<file path="config.mk">
export PLATFORM = sky130hd
export DESIGN_NAME = pipe_skid_reg_flat
export DESIGN_NICKNAME = d
export VERILOG_FILES = /design/src/rtl/pipe_skid_reg_if.sv /design/src/rtl/pipe_skid_reg.sv /design/src/flat_wrapper.sv
export SDC_FILE = /design/constraint.sdc
export NUM_CORES = 1
export LEC_CHECK = 0
export ABC_AREA = 0
export BUFFER_PORTS_ARGS = -buffer_cell sky130_fd_sc_hd__buf_2
export CORE_ASPECT_RATIO = 0.6
export CORE_MARGIN = 4
export CORE_UTILIZATION = 50
export CTS_CLUSTER_SIZE = 40
export DETAILED_ROUTE_END_ITERATION = 8
export GPL_ROUTABILITY_DRIVEN = 0
export PLACE_DENSITY_LB_ADDON = 0.15
export SETUP_SLACK_MARGIN = 0.4
export SLEW_MARGIN = 5
export SYNTH_ARGS = -nofsm -noshare
export SYNTH_HDL_FRONTEND = slang
export SYNTH_SLANG_ARGS = --single-unit
</file>
<file path="constraint.sdc">
create_clock -name clk -period 17.8 [get_ports clk]
set_input_delay 3.56 -clock clk [delete_from_list [all_inputs] [get_ports clk]]
set_output_delay 3.56 -clock clk [all_outputs]
set_load 0.01 [all_outputs]
</file>
<file path="src/rtl/pipe_skid_reg_if.sv">
// Handshake bundle for pipe_skid_reg: upstream valid/ready/data in, downstream valid/ready/data out.
// The stage itself uses the slave modport; whatever feeds and drains it uses master.
interface pipe_skid_reg_if #(
  parameter int WIDTH = 101
);
  logic             in_valid;
  logic             in_ready;
  logic [WIDTH-1:0] in_data;
  logic             out_valid;
  logic             out_ready;
  logic [WIDTH-1:0] out_data;

  modport master (
    output in_valid, in_data, out_ready,
    input  in_ready, out_valid, out_data
  );

  modport slave (
    input  in_valid, in_data, out_ready,
    output in_ready, out_valid, out_data
  );
endinterface

</file>
<file path="src/rtl/pipe_skid_reg.sv">
// Pipeline stage register, optionally a two-entry skid buffer with a registered in_ready.
// Define PIPE_SKID_PERF_CNT_EN to build the saturating stall/bubble counters in.
module pipe_skid_reg #(
  parameter int WIDTH = 101,
  parameter int SKID  = 1,
  parameter int CNT_W = 32
) (
  input  logic             clk,
  input  logic             rst,
  input  logic             flush,
  pipe_skid_reg_if.slave   bus,
  output logic [1:0]       occupancy,
  output logic [CNT_W-1:0] stall_cnt,
  output logic [CNT_W-1:0] bubble_cnt
);

  logic             main_valid_q, main_valid_d;
  logic             skid_valid_q, skid_valid_d;
  logic             in_ready_q, in_ready_d;
  logic [WIDTH-1:0] main_data_q, main_data_d;
  logic [WIDTH-1:0] skid_data_q, skid_data_d;
  logic             main_load, skid_load, main_from_skid;
  logic             in_ready_w, in_fire, out_fire;

  // SKID=1 breaks the out_ready -> in_ready path with a flop; SKID=0 passes it straight through.
  assign in_ready_w = (SKID != 0) ? in_ready_q : (!main_valid_q || bus.out_ready);
  assign in_fire    = bus.in_valid && in_ready_w;
  assign out_fire   = main_valid_q && bus.out_ready;

  always_comb begin
    main_valid_d   = main_valid_q;
    skid_valid_d   = skid_valid_q;
    main_load      = 1'b0;
    skid_load      = 1'b0;
    main_from_skid = 1'b0;
    if (flush) begin
      main_valid_d = 1'b0;
      skid_valid_d = 1'b0;
    end else if (SKID != 0) begin
      if (!main_valid_q) begin
        if (in_fire) begin
          main_load    = 1'b1;
          main_valid_d = 1'b1;
        end
      end else if (out_fire) begin
        if (skid_valid_q) begin
          main_load      = 1'b1;
          main_from_skid = 1'b1;
          skid_valid_d   = 1'b0;
        end else if (in_fire) begin
          main_load = 1'b1;
        end else begin
          main_valid_d = 1'b0;
        end
      end else if (in_fire) begin
        skid_load    = 1'b1;
        skid_valid_d = 1'b1;
      end
    end else begin
      if (in_fire) begin
        main_load    = 1'b1;
        main_valid_d = 1'b1;
      end else if (out_fire) begin
        main_valid_d = 1'b0;
      end
    end
  end

  assign main_data_d = main_from_skid ? skid_data_q : bus.in_data;
  assign skid_data_d = bus.in_data;
  assign in_ready_d  = !skid_valid_d;

  always_ff @(posedge clk or posedge rst) begin
    if (rst) begin
      main_valid_q <= 1'b0;
      skid_valid_q <= 1'b0;
      in_ready_q   <= 1'b0;
    end else begin
      main_valid_q <= main_valid_d;
      skid_valid_q <= skid_valid_d;
      in_ready_q   <= in_ready_d;
    end
  end

  // Payload flops carry no reset; the valid bits alone decide what the data means.
  always_ff @(posedge clk) begin
    if (main_load) main_data_q <= main_data_d;
    if (skid_load) skid_data_q <= skid_data_d;
  end

  assign bus.in_ready  = in_ready_w;
  assign bus.out_valid = main_valid_q;
  assign bus.out_data  = main_valid_q ? main_data_q : '0;
  assign occupancy     = {1'b0, main_valid_q} + {1'b0, skid_valid_q};

`ifdef PIPE_SKID_PERF_CNT_EN
  logic [CNT_W-1:0] stall_cnt_q, stall_cnt_d;
  logic [CNT_W-1:0] bubble_cnt_q, bubble_cnt_d;

  // Saturating counters; flush deliberately leaves them alone.
  always_comb begin
    stall_cnt_d  = stall_cnt_q;
    bubble_cnt_d = bubble_cnt_q;
    if (main_valid_q && !bus.out_ready && (stall_cnt_q != '1))
      stall_cnt_d = stall_cnt_q + CNT_W'(1);
    if (!main_valid_q && bus.out_ready && (bubble_cnt_q != '1))
      bubble_cnt_d = bubble_cnt_q + CNT_W'(1);
  end

  always_ff @(posedge clk or posedge rst) begin
    if (rst) begin
      stall_cnt_q  <= '0;
      bubble_cnt_q <= '0;
    end else begin
      stall_cnt_q  <= stall_cnt_d;
      bubble_cnt_q <= bubble_cnt_d;
    end
  end

  assign stall_cnt  = stall_cnt_q;
  assign bubble_cnt = bubble_cnt_q;
`else
  assign stall_cnt  = '0;
  assign bubble_cnt = '0;
`endif

endmodule
</file>
<file path="src/flat_wrapper.sv">
// flat-port wrapper written by rule: the top's interface ports become plain ports
module pipe_skid_reg_flat 
#(
  parameter int WIDTH = 101,
  parameter int SKID  = 1,
  parameter int CNT_W = 32
)
  (clk, rst, flush, occupancy, stall_cnt, bubble_cnt, bus_in_valid, bus_in_data, bus_out_ready, bus_in_ready, bus_out_valid, bus_out_data);
  pipe_skid_reg_if #(.WIDTH(WIDTH)) bus_i ();
  input  logic clk;
  input  logic rst;
  input  logic flush;
  output logic [1:0] occupancy;
  output logic [CNT_W-1:0] stall_cnt;
  output logic [CNT_W-1:0] bubble_cnt;
  input wire logic [$bits(bus_i.in_valid)-1:0] bus_in_valid;
  input wire logic [$bits(bus_i.in_data)-1:0] bus_in_data;
  input wire logic [$bits(bus_i.out_ready)-1:0] bus_out_ready;
  output wire logic [$bits(bus_i.in_ready)-1:0] bus_in_ready;
  output wire logic [$bits(bus_i.out_valid)-1:0] bus_out_valid;
  output wire logic [$bits(bus_i.out_data)-1:0] bus_out_data;
  assign bus_i.in_valid = bus_in_valid;
  assign bus_i.in_data = bus_in_data;
  assign bus_i.out_ready = bus_out_ready;
  assign bus_in_ready = bus_i.in_ready;
  assign bus_out_valid = bus_i.out_valid;
  assign bus_out_data = bus_i.out_data;
  pipe_skid_reg #(.WIDTH(WIDTH), .SKID(SKID), .CNT_W(CNT_W)) u_core (.clk(clk), .rst(rst), .flush(flush), .bus(bus_i), .occupancy(occupancy), .stall_cnt(stall_cnt), .bubble_cnt(bubble_cnt));
endmodule
</file>
==> impl_metrics.json <==
{
  "status": "finished clean",
  "synth_most_common_cell": "edfxtp_1",
  "hold_path_depth": 1,
  "total_leakage_power_nw": 4.64,
  "synth_common_cells": "edfxtp_1, and2_1, mux2_4",
  "required_ns": 14.24,
  "nNetsFinal": 830,
  "ant_nets": 0,
  "synth_ff_type": "edfxtp_1",
  "path_max_fanout": 60,
  "final_cells": 970,
  "synthesis.area_um2": 9080,
  "cts-buffers-inserted": 20,
  "maxCapViolCount": 0,
  "worstSetupEndpointType": "primary output",
  "vias": 4625,
  "stdcell_area_um2": 10600,
  "syn_to_final_growth_pct": 17.0,
  "cts_sinks": 205,
  "drv_slew": 0,
  "seq_area_frac_synth_pct": 67.7,
  "finalWorstSetupSlack_ns": 11.93,
  "drt_first_pass_iters": 4,
  "pre_cts_slack_ns": 11.61,
  "h-tree-depth": 1,
  "wire_per_inst_um": 17.4,
  "peakVddDrop_uv": 77.5,
  "yosysTopAreaCell": "edfxtp_1",
  "grt_use_total_pct": 15.7,
  "synth.top_cells.by_area": "edfxtp_1, mux2_4, and2_1",
  "grt_overflow": 0,
  "start_util_pct": 52.0,
  "insertion_delay_ns": 0.48,
  "p_per_area_nw_per_um2": 97.1,
  "synth_seq_cells": 205,
  "path_class": "reg2out",
  "worstSetupStartpointType": "flip-flop",
  "antenna_found_initial": 3,
  "die_w_um": 182,
  "ioPinCount": 275,
  "cts.clk_slew.worst_paths_ns": 0.06,
  "switching_share_pct": 20.9,
  "cts_root_buffer": "clkbuf_16",
  "avgSynthCellArea_um2": 17.9,
  "slew_headroom_pct": 34.4,
  "tightest_slew_ns": 0.984,
  "hold_path.class": "reg2reg",
  "port_buffers": 210,
  "tns_ns": 0,
  "dp_hpwl_mm": 11.3,
  "place_area_um2": 10000,
  "diodes": 0,
  "synth_edf_count": 202,
  "synth_async_sr_flop_share_pct": 1.46,
  "setup_viol": 0,
  "drc": 0,
  "internal-power_mw": 0.816,
  "grt_pass1_vias": 4658,
  "yosysWarnings": 0,
  "drt_iter0_markers": 376,
  "grt_first_pass_wirelength_mm": 25.7,
  "fp.dieH_um": 112,
  "syn_inst": 508,
  "combPwrFrac_pct": 8.1,
  "routed_wl_mm": 16.9,
  "cts_tree": "done",
  "cts_setup_buffers": 0,
  "clock_path_buffers": 3,
  "cts_hold_buf": 0,
  "rsz0062_at_grt": "no",
  "hold_viol_final": 0,
  "dp.cells": 935,
  "drive_gt1_share_pct": 47.1,
  "final.fill_count": 1374,
  "dieArea_um2": 20400,
  "rr_worst_depth": 5,
  "clkPwrFrac_pct": 38.2,
  "fmax_mhz": 170,
  "core_um2": 17500,
  "grt_start_max_net_pins": 61,
  "finalCritPeriodShare_pct": 33.0,
  "p_switching_mw": 0.215,
  "yosysTopAreaCellShare_pct": 66.8,
  "ctsResizeCount": 0,
  "yosysUniqueCellTypes": 21,
  "fin_skew_ns": 0.00837,
  "seqPwrFrac_pct": 53.8,
  "vias_per_cell": 4.77,
  "finalCriticalPeriod_ns": 5.87,
  "cp_data_arrival_time_ns": 2.31,
  "rows": 37
}
[stage by stage]
step	util [%]	hold slack, ns	power (mW)
floorplan	-	0.525	0.627
global route	60.8	0.558	1.08
finish	60.8	0.541	1.03
detailed placement	57.3	0.533	0.649
global placement	57.3	0.529	0.646
CTS	60.8	0.541	1.05
[placed cells by master, fill, tap and decap left out]
master      instances
clkinv_2            2
nand2_1             2
mux2_4             90
clkbuf_1            3
clkinv_1            7
clkinvlp_4          1
nor4b_2             1
ha_1                1
dfrtp_1             2
inv_1               3
o21ai_0             1
dfrtp_2             1
buf_2             210
clkbuf_16          21
mux2_2             11
conb_1             64
bufinv_16           1
and2_1            101
a211o_1             1
buf_4               7
edfxtp_1          202
a21oi_1             1
a221oi_4            1
nand4b_4            1
a31oi_1             1
[worst max-delay path, stage by stage (launching register included)]
cell and delay (ns):
dfrtp_2 0.80, buf_4 0.56, and2_1 0.26, buf_2 0.15
[final timing paths]
path / from / endpoint / slack [ns]
worst max-delay path: u_core.bus.out_valid$_DFF_PP0_ / bus_out_data[90] / 11.93
worst min-delay path: u_core.skid_data_q[59]$_DFFE_PP_ / u_core.main_data_q[59]$_DFFE_PP_ / 0.54
worst max register to register: u_core.bus.out_valid$_DFF_PP0_ / u_core.main_data_q[98]$_DFFE_PP_ / 14.21
worst min register to register: u_core.skid_data_q[59]$_DFFE_PP_ / u_core.main_data_q[59]$_DFFE_PP_ / 0.54
max in group asynchronous: rst / u_core.bus.out_valid$_DFF_PP0_ / 14.71
min in group asynchronous: rst / u_core.bus.in_ready$_DFF_PP0_ / 2.94
[cells by family after synthesis]
kind of cell	count (synthesis)	share of synthesized area (%)
muxes	101	16.3
and+or+nand+nor	105	7.40
adders and majority gates	1	0.138
AOI/OAI and AO/OA	5	0.372
other	1	0.0413
buffers and inverters	90	8.13
DFF	205	67.7
[metal layers]
| metal | up-vias | track usage [%] | routed length [um] |
|---|---|---|---|
| met3 | 29 | 4.76 | 1430 |
| met5 | - | 0 | 29 |
| li1 | 2145 | - | - |
| met2 | 193 | 24.7 | 7670 |
| met1 | 2252 | 21.9 | 7440 |
| met4 | 6 | 3.15 | 325 |
[registers in the layout (all words and copies together), names as in the netlist]
name and cells:
u_core.skid_valid_q 1, u_core.main_data_q 101, u_core.skid_data_q 101, u_core.bus.out_valid 1, u_core.bus.in_ready 1
[layout make-up]
type	count	area, um2	area share, %
tap	234	293	2.76
inverter	3	11.3	0.106
timing repair buffer	217	1100	10.4
clock inverter	11	73.8	0.695
sequential	205	6140	57.8
multi-input combinational	276	2460	23.1
clock buffer	24	537	5.06
[power groups by stage]
| stage | Combinational [mW] | Sequential [mW] | Clock, mW |
|---|---|---|---|
| finish | 0.0831 | 0.555 | 0.394 |
| global route | 0.0910 | 0.556 | 0.428 |
| CTS | 0.0839 | 0.555 | 0.408 |
| detailed placement | 0.0836 | 0.565 | 0 |
| global placement | 0.0818 | 0.564 | 0 |
| floorplan | 0.0598 | 0.567 | 0 |
No activity file was read; power rests on OpenSTA's default activity.
